===== src/rtl/tank_flow_controller.sv =====
// tank_flow_controller: sequences the shared tank between refill and drip/sprinkler irrigation with sensor filtering.
module tank_flow_controller #(
  parameter int FILL_TIMEOUT = 500_000_000,
  parameter int ERR_FILTER = 1000
) (
  input  logic       clk,
  input  logic       init,
  input  logic       high_level_i,
  input  logic       middle_level_i,
  input  logic       low_level_i,
  input  logic [1:0] irrigation_req_i,
  input  logic       ack_i,
  output logic       inlet_valve_o,
  output logic       drip_o,
  output logic       sprinkler_o,
  output logic       error_o,
  output logic       alarm_o,
  output logic [1:0] state_o
);
  localparam int FW = $clog2(FILL_TIMEOUT + 1);
  localparam int EW = $clog2(ERR_FILTER + 1);
  typedef enum logic [1:0] {IDLE = 2'b00, IRRIGATE = 2'b01, FILL = 2'b10, ERROR = 2'b11} state_t;
  state_t state, state_nxt;
  logic mode, mode_nxt;
  logic [FW-1:0] fill_cnt;
  logic [EW-1:0] err_cnt, err_nxt;
  logic [2:0] lvl;
  logic valid, req_act;
  assign lvl = {high_level_i, middle_level_i, low_level_i};
  assign valid = lvl == 3'b000 || lvl == 3'b001 || lvl == 3'b011 || lvl == 3'b111;
  assign req_act = irrigation_req_i == 2'b01 || irrigation_req_i == 2'b10;
  assign err_nxt = valid ? '0 : (err_cnt == EW'(ERR_FILTER)) ? err_cnt : err_cnt + EW'(1);
  always_comb begin
    state_nxt = state;
    mode_nxt = mode;
    case (state)
      IDLE: begin
        if (!low_level_i) state_nxt = FILL;
        else if (irrigation_req_i == 2'b01) begin
          state_nxt = IRRIGATE;
          mode_nxt = 1'b0;
        end else if (irrigation_req_i == 2'b10 && middle_level_i) begin
          state_nxt = IRRIGATE;
          mode_nxt = 1'b1;
        end else if (irrigation_req_i == 2'b10) state_nxt = FILL;
      end
      IRRIGATE: begin
        if (mode ? !middle_level_i : !low_level_i) state_nxt = FILL;
        else if (irrigation_req_i != (mode ? 2'b10 : 2'b01)) state_nxt = IDLE;
      end
      FILL: begin
        if (high_level_i) state_nxt = IDLE;
        else if (fill_cnt == FW'(FILL_TIMEOUT - 1)) state_nxt = ERROR;
      end
      ERROR: if (ack_i && valid && err_cnt == '0) state_nxt = IDLE;
    endcase
    // A persistent inconsistent reading overrides every other transition
    if (err_nxt == EW'(ERR_FILTER)) state_nxt = ERROR;
  end
  always_ff @(posedge clk or posedge init) begin
    if (init) begin
      state <= IDLE;
      mode <= 1'b0;
      fill_cnt <= '0;
      err_cnt <= '0;
    end else begin
      state <= state_nxt;
      mode <= mode_nxt;
      fill_cnt <= (state != FILL) ? '0 : (fill_cnt == FW'(FILL_TIMEOUT)) ? fill_cnt : fill_cnt + FW'(1);
      err_cnt <= err_nxt;
    end
  end
  assign inlet_valve_o = state == FILL;
  assign drip_o = state == IRRIGATE && !mode;
  assign sprinkler_o = state == IRRIGATE && mode;
  assign error_o = state == ERROR;
  assign alarm_o = state == ERROR || (state == FILL && req_act);
  assign state_o = state;
endmodule


===== config.mk =====
export PLATFORM = sky130hd
export DESIGN_NAME = tank_flow_controller
export DESIGN_NICKNAME = d
export VERILOG_FILES = /design/src/rtl/tank_flow_controller.sv
export SDC_FILE = /design/constraint.sdc
export NUM_CORES = 1
export LEC_CHECK = 0
export CORE_UTILIZATION = 40
export CTS_CLUSTER_DIAMETER = 150
export DETAILED_ROUTE_END_ITERATION = 8
export PLACE_DENSITY = 0.6
export SETUP_SLACK_MARGIN = 0.2
export SLEW_MARGIN = 15
export SYNTH_ARGS = -nofsm -noshare
export SYNTH_HDL_FRONTEND = slang
export SYNTH_SLANG_ARGS = --single-unit

===== constraint.sdc =====
create_clock -name clk -period 5.6 [get_ports clk]
set_input_delay 0.56 -clock clk [delete_from_list [all_inputs] [get_ports clk]]
set_output_delay 0.56 -clock clk [all_outputs]
set_load 0.02 [all_outputs]

==> implementation parameters, run 1 <==
Parameter                              Value

Route
  Detail-routed via count per cell    5.47
  DRC Markers    0
  Total routed wirelength    5420 µm
  DRT iter0 DRCs    69
  Number of vias after detailed routing    2018
  Drt wl/cell    14.7 µm
  Number of nets with antenna violations after routing    0
  Count of TritonRoute iterations in the first routing pass    5

Die
  Starting utilization of the core area    a little over two fifths
  # IOs    15
  Total Die Area    6600 µm²
  Horizontal extent of the die    81.2 µm
  DIE HEIGHT    81.2 µm
  Number of cell rows    28
  Core Area    5990 µm²

Timing
  Maximum clock rate    0.354 GHz
  Aggregate negative setup slack    0 ns
  Worst Clk Skew    0.0121 ns
  Actual transition at the worst max-transition pin    roughly 0.95 ns
  Final period util    between 50% and 60%
  Max transition margin    between 30% and 40%
  Final critical delay including setup and external delays    between 2 and 3 ns
  Unrepaired setup endpoints after global routing    false
  Count of final max-slew check failures    0
  Final number of setup-violating endpoints    0
  Count of endpoints failing hold in the final timing report    0

Final layout
  Most used cells in the layout excluding fill and tap cells    sky130_fd_sc_hd__nor2_1, sky130_fd_sc_hd__dfrtp_1, sky130_fd_sc_hd__xnor2_1, sky130_fd_sc_hd__inv_1, sky130_fd_sc_hd__nand2_1
  Layout overhead on the synthesized area    11.6%
  Post-route core utilization    46.8%
  FILL cells    584
  Ant. Diodes    0
  Final instance count without filler cells    369
  Share of cells above drive strength 1    6.46%
  Leading cell type in the layout, fill and taps excluded    sky130_fd_sc_hd__nor2_1
  Number of nets at the end of the flow    around 310

Yosys
  Number of warnings issued by yosys    0
  Synthesized instance count    between 200 and 300
  Synth Flop Type    sky130_fd_sc_hd__dfrtp_1
  Flip-flop and latch count after synthesis    42
  Syn Nets    295
  Sequential share of the synthesized area    41.9%
  Library cells used by synthesis    50
  Avg Synthesized Cell Area    8.97 µm²
  Number of enable flip-flop cells after synthesis    0
  Cell Area, Synth    2510 µm²
  Fraction of synthesis flops using an asynchronous set or reset pin    100%

Worst setup path
  Reg2Reg Setup Slack    3.54 ns
  Combined buffer and inverter count along the critical path    3
  Worst path arrival time    2.27 ns
  Cells along the critical path    clkdlybuf4s50_1 > inv_1 > ha_1 > a21boi_0 > clkdlybuf4s50_1
  Required time at the worst-slack endpoint    5.04 ns
  Endpoint of the most critical register-to-register path    fill_cnt[27]
  Top Family by Delay on Critical Path    buffers and inverters
  Critical path's slowest cell    sky130_fd_sc_hd__clkdlybuf4s50_1
  Crit path largest cell delay    about 0.63 ns
  Most common cell on crit path    sky130_fd_sc_hd__clkdlybuf4s50_1
  Start point of the critical path    irrigation_req_i[0]
  Biggest fanout along the worst timing path    4
  Endpoint kind of the worst setup timing path    primary output
  Number of cell instances on the worst register-to-register path    5
  Startpoint class of the critical path    input port
  Critical path type    input port to primary output
  RR Startpoint    fill_cnt[2]

Clocking
  Number of setup buffers added after CTS    0
  Post-cts resize count    0
  # hold bufs at CTS    0
  H-tree depth reported by CTS    2
  Clock-pin transition on the worst setup and hold timing paths    around 0.08 ns
  TritonCTS Buffers    5
  Maximum clock path buffer count    2
  TritonCTS clock tree    built
  Clock latency of the later-clocked register in the worst-skew pair    ~0.30 ns
  Clock net sink count    42
  Clk Tree Root Cell    sky130_fd_sc_hd__clkbuf_8

Power and ir drop
  Leakage Power    0.00107 µW
  IR drop worst, VDD    approximately 0.17 mV
  Power density cells    283 nW/µm²

Run
  Max-Cap Viols    0

Placed design
  Detailed-placement wirelength estimate    3650 µm
  # placed instances    361
  Final weighted congestion in routability-driven placement    0.789
  Number of I/O port buffers    14

Min path
  Hold Path Depth    2
  Endpoint of the worst hold-timing path    fill_cnt[16]
  Startpoint of the lowest-slack hold path    fill_cnt[16]
  Worst Hold Class    flop to flop

GRT
  Gr usage total    a little under a fifth
  Total overflow reported by the global router    0
  Vias in the first global route    1957
  Pin count of the biggest net entering global routing    43
  Antenna violations before repair    0
  Wire length of the first global-routing pass    between 9000 and 10000 µm

Outcome
  Outcome    finished clean
-- per-stage QoR --
| stage | setup slack, ns | area [µm²] | hold WS (ns) | total power [µW] |
|---|---|---|---|---|
| 5_1_grt | 2.70 | 2800 | 0.608 | 844 |
| 3_5_place_dp | 2.78 | 2710 | 0.550 | 595 |
| 2_1_floorplan | 3.66 | 2510 | 0.501 | 501 |
| 6_report | 2.77 | 2800 | 0.573 | 794 |
| 4_1_cts | 2.77 | 2800 | 0.571 | 804 |
| 3_3_place_gp | 2.81 | 2710 | 0.535 | 593 |
-- state kept, by name, summed over array words and instances, names as in the netlist --
| name | flops |
|---|---|
| state_o | 2 |
| mode | 1 |
| err_cnt | 10 |
| fill_cnt | 29 |
-- layer usage --
metal  vias up  wire [µm]  GRT usage, %
met2        33       2290          27.9
met3         7        169          3.48
met5         -          0             0
met4         0         59          4.82
met1       989       2910          26.0
li1        989          -             -
-- cell usage after synthesis, types with 2 or more instances --
cell type / number / area share (%)
sky130_fd_sc_hd__buf_4: 2 / 0.60
sky130_fd_sc_hd__nor4b_1: 3 / 1.0
sky130_fd_sc_hd__nor3_1: 8 / 1.6
sky130_fd_sc_hd__clkbuf_1: 5 / 0.75
sky130_fd_sc_hd__a21oi_1: 11 / 2.2
sky130_fd_sc_hd__nand2_1: 17 / 2.5
sky130_fd_sc_hd__a31oi_1: 2 / 0.50
sky130_fd_sc_hd__o21ai_0: 8 / 1.6
sky130_fd_sc_hd__xor2_1: 8 / 2.8
sky130_fd_sc_hd__nand4b_1: 3 / 1.0
sky130_fd_sc_hd__and3_1: 6 / 1.5
sky130_fd_sc_hd__dfrtp_1: 42 / 42
sky130_fd_sc_hd__nor4_1: 6 / 1.5
sky130_fd_sc_hd__nor3b_1: 2 / 0.60
sky130_fd_sc_hd__xnor2_1: 23 / 8.0
sky130_fd_sc_hd__nor4_2: 3 / 1.5
sky130_fd_sc_hd__nand3_1: 15 / 3.0
sky130_fd_sc_hd__or3_1: 6 / 1.5
sky130_fd_sc_hd__nand2b_1: 3 / 0.75
sky130_fd_sc_hd__inv_1: 20 / 3.0
sky130_fd_sc_hd__buf_2: 3 / 0.60
sky130_fd_sc_hd__mux2i_1: 2 / 0.80
sky130_fd_sc_hd__nor2_1: 44 / 6.6
sky130_fd_sc_hd__ha_1: 7 / 3.5
sky130_fd_sc_hd__and2_1: 2 / 0.50
sky130_fd_sc_hd__nand4_1: 5 / 1.2
-- layout make-up --
class,instances,area (µm²),share of cell area (%)
tap,75,93.8,3.35
inverter,20,75.1,2.68
clock inverter,1,5.00,0.179
timing repair buffer,16,155,5.54
sequential,42,1050,37.5
multi-input combinational,208,1340,47.7
clock buffer,7,86.3,3.08
-- report_power, final --
part           internal (µW)  total [µW]  switching [µW]
Combinational           92.1         230             138
Sequential               324         358            34.2
Clock                   99.7         207             107
Total                    515         794             279
-- worst max-delay path by stage --
stage | endpoint | cells past startpoint | slack [ns]
floorplan | alarm_o | 3 | 3.66
global placement | alarm_o | 5 | 2.81
detailed placement | alarm_o | 5 | 2.78
CTS | alarm_o | 5 | 2.77
global route | alarm_o | 5 | 2.70
finish | alarm_o | 5 | 2.77
-- tightest hold or removal path, delay by kind of cell, from the launching register on --
family                    cells  cell delay (ns)
xor gates and xnor gates      1             0.12
DFF                           1             0.38
and+or+nand+nor               1             0.04
-- logic make-up (layout without fill, tap and decap cells) --
kind of cell	count (synthesis)	after routing	share of synthesized area, %
adder cells (fa/ha/maj)	7	7	3.49
buffers and inverters	30	44	4.93
multiplexers	2	2	0.797
XOR/XNOR	31	31	10.8
AND/OR/NAND/NOR	135	135	30.0
AO/OA/AOI/OAI	33	33	8.12
flip-flops	42	42	41.9
No activity file was read; power rests on OpenSTA's default activity.
==> inputs of run 2 (changes only) <==
--- a/config.mk
+++ b/config.mk
@@ -8,7 +8,7 @@
 export CORE_UTILIZATION = 40
 export CTS_CLUSTER_DIAMETER = 150
 export DETAILED_ROUTE_END_ITERATION = 8
-export PLACE_DENSITY = 0.6
+export PLACE_DENSITY = 0.63
 export SETUP_SLACK_MARGIN = 0.2
 export SLEW_MARGIN = 15
 export SYNTH_ARGS = -nofsm -noshare
==> constraint.sdc (replaced) <==
create_clock -name clk -period 2.4 [get_ports clk]
set_input_delay 0.24 -clock clk [delete_from_list [all_inputs] [get_ports clk]]
set_output_delay 0.24 -clock clk [all_outputs]
set_load 0.02 [all_outputs]
==> implementation parameters, run 2 (synthesis results as in run 1) <==
Parameter                              Value

GRT
  Wire length of the first global-routing pass    8730 µm (-5.9%)
  Total overflow reported by the global router    0 (unchanged)
  Pin count of the biggest net entering global routing    43 (unchanged)
  Vias in the first global route    1866 (-4.6%)
  Gr usage total    17.2% (-0.98 points)
  Antenna violations before repair    0 (unchanged)

Timing
  Actual transition at the worst max-transition pin    0.544 ns (-0.403 ns)
  Count of endpoints failing hold in the final timing report    0 (unchanged)
  Max transition margin    63.7% (+29 points)
  Count of final max-slew check failures    0 (unchanged)
  Maximum clock rate    0.500 GHz
  Final critical delay including setup and external delays    2.00 ns
  Aggregate negative setup slack    0 ns (unchanged)
  Final number of setup-violating endpoints    0 (unchanged)
  Worst Clk Skew    0.00932 ns (-0.00278 ns)
  Final period util    83.4%
  Worst hold slack across all endpoints    0.366 ns (-0.206 ns)
  Unrepaired setup endpoints after global routing    false

Worst setup path
  Crit path largest cell delay    0.52 ns (-0.11 ns)
  Cells along the critical path    ha_1 > and3_1 > nand3_1 > xor2_1 > or4_4 > o22ai_1
  Endpoint of the most critical setup path    state_o[0]
  Combined buffer and inverter count along the critical path    0 (-3)
  Stages on worst setup path    6 (+1)
  Endpoint of the most critical register-to-register path    state_o[0]
  Top Family by Delay on Critical Path    simple AND/OR/NAND/NOR gates
  Critical path type    flop to flop
  Critical path's slowest cell    sky130_fd_sc_hd__or4_4
  Start point of the critical path    err_cnt[0]
  Worst path arrival time    2.22 ns (-0.05 ns)
  Biggest fanout along the worst timing path    6 (+2)
  RR Startpoint    err_cnt[0]
  Number of cell instances on the worst register-to-register path    6 (+1)
  Startpoint class of the critical path    flop
  Endpoint kind of the worst setup timing path    flop
  Required time at the worst-slack endpoint    2.62 ns (-2.42 ns)
  Reg2Reg Setup Slack    0.40 ns (-3.14 ns)

Route
  Detail-routed via count per cell    5.39 (-1.4%)
  Count of TritonRoute iterations in the first routing pass    5 (unchanged)
  Drt wl/cell    13.8 µm (-6.1%)
  DRC Markers    0 (unchanged)
  Number of vias after detailed routing    2011 (-0.35%)
  Number of nets with antenna violations after routing    0 (unchanged)
  DRT iter0 DRCs    136 (+97%)
  Total routed wirelength    5150 µm (-5.1%)

Die
  Starting utilization of the core area    41.9% (unchanged)
  Total Die Area    6600 µm² (unchanged)
  Horizontal extent of the die    81.2 µm (unchanged)
  # IOs    15 (unchanged)
  DIE HEIGHT    81.2 µm (unchanged)
  Core Area    5990 µm² (unchanged)
  Number of cell rows    28 (unchanged)

Final layout
  Most used cells in the layout excluding fill and tap cells    sky130_fd_sc_hd__nor2_1, sky130_fd_sc_hd__dfrtp_1, sky130_fd_sc_hd__xnor2_1, sky130_fd_sc_hd__inv_1, sky130_fd_sc_hd__nand2_1
  Number of nets at the end of the flow    312 (+1.3%)
  Register with the highest flop count    fill_cnt
  Leading cell type in the layout, fill and taps excluded    sky130_fd_sc_hd__nor2_1
  Layout overhead on the synthesized area    13.1%
  FILL cells    562 (-3.8%)
  Share of cells above drive strength 1    8.05% (+1.6 points)
  Final standard cell area without fillers    2840 µm² (+1.3%)
  Ant. Diodes    0 (unchanged)
  Max reg flops    29 (unchanged)

Power and ir drop
  Leakage Power    0.00110 µW (+2.7%)
  IR drop worst, VDD    0.555 mV (+220%)
  Power density cells    648 nW/µm² (+130%)

Placed design
  Final weighted congestion in routability-driven placement    0.831 (+5.4%)
  Detailed-placement wirelength estimate    3520 µm (-3.6%)
  Area of placed instances    2740 µm² (+1.1%)
  Number of I/O port buffers    14 (unchanged)

Clocking
  Clock-pin transition on the worst setup and hold timing paths    0.08 ns (about the same)
  TritonCTS clock tree    built
  Clock net sink count    42 (unchanged)
  Maximum clock path buffer count    2 (unchanged)
  Clock latency of the later-clocked register in the worst-skew pair    0.29 ns (about the same)
  # hold bufs at CTS    0 (unchanged)
  H-tree depth reported by CTS    2 (unchanged)
  Clk Tree Root Cell    sky130_fd_sc_hd__clkbuf_8
  TritonCTS Buffers    5 (unchanged)

Outcome
  Outcome    finished clean

Min path
  Worst Hold Class    input port to asynchronous set/reset pin

Run
  Max-Cap Viols    0 (unchanged)
[run 2: cell type report]
type | instances | area (µm²) | area share [%]
Multi-Input combinational cell | 208 | 1340 | 47.1
Sequential cell | 42 | 1050 | 37.0
Timing Repair Buffer | 20 | 188 | 6.61
Tap cell | 75 | 93.8 | 3.31
Clock buffer | 6 | 82.6 | 2.91
Inverter | 20 | 75.1 | 2.64
Clock inverter | 2 | 12.5 | 0.441
[run 2: timing repair]
item	4_1_cts	5_1_grt
setup endpoints to repair	0	1
resized for setup	0	1
setup buffers	0	0
[run 2: power breakdown]
group | internal, µW | switching (µW) | total (µW)
sequential | 755 | 80.4 | 836
clock | 231 | 241 | 472
combinational | 215 | 316 | 531
total | 1200 | 637 | 1840
[run 2: worst min-delay path by stage]
| stage | slack, ns | to |
|---|---|---|
| CTS | 0.39 | err_cnt[0] |
| global placement | 0.53 | fill_cnt[28] |
| detailed placement | 0.54 | fill_cnt[28] |
| floorplan | 0.40 | state_o[0] |
| global route | 0.43 | err_cnt[0] |
| finish | 0.37 | err_cnt[0] |
[run 2: per-layer routing]
layer	global-route usage (%)	vias up	part of all wire [%]
met1	24.1	951	51
li1	-	996	-
met4	6.96	0	2.2
met2	25.6	50	43
met5	0	-	0
met3	3.48	14	4.0
[run 2: metrics by stage]
| step | utilization, % | std cells | power (µW) | setup WS, ns |
|---|---|---|---|---|
| floorplan | - | 280 | 1170 | 0.594 |
| global placement | 45.8 | 365 | 1380 | 0.263 |
| detailed placement | 45.8 | 365 | 1390 | 0.229 |
| CTS | 47.3 | 373 | 1880 | 0.232 |
| global route | 47.4 | 373 | 1970 | 0.262 |
| finish | 47.4 | 373 | 1840 | 0.398 |
[run 2: tightest hold or removal path, cell delays in order]
cell and delay, ns:
sky130_fd_sc_hd__clkdlybuf4s50_1 0.40, sky130_fd_sc_hd__clkinv_1 0.04, sky130_fd_sc_hd__buf_4 0.44
==> inputs of run 3 (changes only) <==
--- a/config.mk
+++ b/config.mk
@@ -8,7 +8,7 @@
 export CORE_UTILIZATION = 40
 export CTS_CLUSTER_DIAMETER = 150
 export DETAILED_ROUTE_END_ITERATION = 8
-export PLACE_DENSITY = 0.63
+export PLACE_DENSITY = 0.6
 export SETUP_SLACK_MARGIN = 0.2
 export SLEW_MARGIN = 15
 export SYNTH_ARGS = -nofsm -noshare
==> constraint.sdc (replaced) <==
create_clock -name clk -period 2 [get_ports clk]
set_input_delay 0.2 -clock clk [delete_from_list [all_inputs] [get_ports clk]]
set_output_delay 0.2 -clock clk [all_outputs]
set_load 0.02 [all_outputs]
==> implementation parameters, run 3 (synthesis results as in run 1) <==
Parameter                              Value

Route
  Detail-routed via count per cell    5.32 (-1.3%)
  Number of vias after detailed routing    2070 (+2.9%)
  Number of nets with antenna violations after routing    0 (unchanged)
  Drt wl/cell    13.7 µm (-0.37%)
  Count of TritonRoute iterations in the first routing pass    4 (-1)
  Total routed wirelength    5350 µm (+3.9%)
  DRT iter0 DRCs    114 (-16%)
  DRC Markers    0 (unchanged)

GRT
  Pin count of the biggest net entering global routing    31 (-28%)
  Routing layer with the top usage in global route    met2
  Gr usage total    18.0% (+0.82 points)
  Met3 Use GR    3.93% (+0.45 points)
  Wire length of the first global-routing pass    8920 µm (+2.2%)
  Vias in the first global route    1950 (+4.5%)
  Antenna violations before repair    0 (unchanged)
  Met2 routing resource usage after global routing    30.4% (+4.8 points)
  Total overflow reported by the global router    0 (unchanged)
  GR met1 Demand/Resource    23.0% (-1.2 points)

Worst setup path
  Critical path type    flop to flop
  Crit path largest cell delay    0.50 ns (-0.02 ns)
  Worst path arrival time    2.09 ns (-0.13 ns)
  Biggest fanout along the worst timing path    4 (-2)
  Critical path's slowest cell    sky130_fd_sc_hd__or4_4
  Top Family by Delay on Critical Path    simple AND/OR/NAND/NOR gates
  Cells along the critical path    ha_2 > and3_4 > buf_6 > nor3b_2 > a31oi_1 > or4_4 > o22ai_1
  Endpoint kind of the worst setup timing path    flop
  Required time at the worst-slack endpoint    2.22 ns (-0.40 ns)
  Startpoint class of the critical path    flop
  Combined buffer and inverter count along the critical path    1 (+1)

Power and ir drop
  Power density cells    727 nW/µm² (+12%)
  IR drop worst, VDD    0.397 mV (-28%)
  Leakage Power    0.00121 µW (+10%)
  Total Power    2200 µW (+19%)

Final layout
  Number of nets at the end of the flow    328 (+5.1%)
  Share of cells above drive strength 1    15.6% (+7.6 points)
  Max reg flops    29 (unchanged)
  Most used cells in the layout excluding fill and tap cells    sky130_fd_sc_hd__nor2_1, sky130_fd_sc_hd__dfrtp_1, sky130_fd_sc_hd__xnor2_1, sky130_fd_sc_hd__inv_1, sky130_fd_sc_hd__buf_4
  Ant. Diodes    0 (unchanged)
  Register with the highest flop count    fill_cnt
  Layout overhead on the synthesized area    20.4%
  Leading cell type in the layout, fill and taps excluded    sky130_fd_sc_hd__nor2_1
  Final standard cell area without fillers    3020 µm² (+6.5%)
  Post-route core utilization    50.5% (+3.1 points)

Placed design
  Final weighted congestion in routability-driven placement    0.800 (-3.7%)
  Detailed-placement wirelength estimate    3770 µm (+7.0%)
  Number of I/O port buffers    14 (unchanged)
  Area of placed instances    2850 µm² (+4.0%)

Timing
  Aggregate negative setup slack    0 ns (unchanged)
  Worst hold slack across all endpoints    0.229 ns (-0.138 ns)
  Count of endpoints failing hold in the final timing report    0 (unchanged)
  Actual transition at the worst max-transition pin    0.652 ns (+0.108 ns)
  Final number of setup-violating endpoints    0 (unchanged)
  Final period util    93.6% (+10 points)
  Count of final max-slew check failures    0 (unchanged)
  Maximum clock rate    0.534 GHz (+6.9%)
  Final critical delay including setup and external delays    1.87 ns (-0.129 ns)
  Worst Clk Skew    0.00752 ns (-0.00181 ns)
  Max transition margin    56.2% (-7.5 points)
  Unrepaired setup endpoints after global routing    true

Clocking
  TritonCTS Buffers    5 (unchanged)
  Clock latency of the later-clocked register in the worst-skew pair    0.29 ns (about the same)
  Clock net sink count    42 (unchanged)
  Clock-pin transition on the worst setup and hold timing paths    0.08 ns (about the same)
  # hold bufs at CTS    0 (unchanged)
  H-tree depth reported by CTS    2 (unchanged)
  Clk Tree Root Cell    sky130_fd_sc_hd__clkbuf_8
  Maximum clock path buffer count    2 (unchanged)
  TritonCTS clock tree    built

Die
  Starting utilization of the core area    41.9% (unchanged)
  # IOs    15 (unchanged)
  Total Die Area    6600 µm² (unchanged)
  Horizontal extent of the die    81.2 µm (unchanged)
  Number of cell rows    28 (unchanged)
  Core Area    5990 µm² (unchanged)
  DIE HEIGHT    81.2 µm (unchanged)

Run
  Max-Cap Viols    0 (unchanged)

Outcome
  Outcome    finished clean

Min path
  Worst Hold Class    input port to asynchronous set/reset pin
==> run 3: cell types whose count changed in the layout (fill, tap and decap cells not counted), moves of 2 or more <==
cell | before | now
sky130_fd_sc_hd__nor3b_2 | 0 | 2
sky130_fd_sc_hd__or3_4 | 0 | 2
sky130_fd_sc_hd__nor3b_1 | 2 | 0
sky130_fd_sc_hd__nor4_2 | 3 | 5
sky130_fd_sc_hd__nor4_1 | 6 | 4
sky130_fd_sc_hd__buf_4 | 6 | 19
sky130_fd_sc_hd__or3_1 | 6 | 4
sky130_fd_sc_hd__clkdlybuf4s50_1 | 13 | 10
sky130_fd_sc_hd__buf_6 | 0 | 2
sky130_fd_sc_hd__dlygate4sd2_1 | 0 | 3
==> run 3: metal layers <==
metal	up-vias	share of wire (%)	wire length, µm
met2	24	48	2590
met4	0	1.2	66
met3	7	2.9	156
met5	-	0	0
li1	1037	-	-
met1	1002	47	2540
==> run 3: repair_timing <==
item / 4_1_cts / 5_1_grt
pin swaps: 4 / 3
hold endpoints to repair: 0 / 0
endpoints found under the setup margin: 12 / 15
resized for setup: 9 / 9
setup buffers: 3 / 1
==> run 3: final timing paths <==
kind	end	slack (ns)	from	cells after the start
max	state_o[0]	0.13	err_cnt[1]	7
min	fill_cnt[0]	0.23	init	2
max reg2reg	state_o[0]	0.13	err_cnt[1]	7
min reg2reg	fill_cnt[28]	0.56	fill_cnt[28]	2
max in group asynchronous	err_cnt[5]	1.28	init	3
min in group clk	fill_cnt[28]	0.56	fill_cnt[28]	2
==> run 3: power breakdown <==
group	total (µW)	internal, µW	switching, µW
registers	998	906	92.1
logic	632	255	376
clock network	567	279	288
==> run 3: per-stage QoR <==
step	instances	setup WS [ns]
3_3_place_gp	377	0.00573
5_1_grt	389	0.0661
6_report	389	0.127
4_1_cts	388	0.162
2_1_floorplan	280	0.194
3_5_place_dp	377	-0.00628
==> run 3: final cells by class <==
class / instances / area (µm²)
fillers: 574 / 2970
multi-input cells: 208 / 1400
flip-flops and latches: 42 / 1050
repair buffers: 36 / 317
well taps: 75 / 93.8
clock buffers: 7 / 86.3
inverters: 20 / 75.1
clock inverters: 1 / 5.00
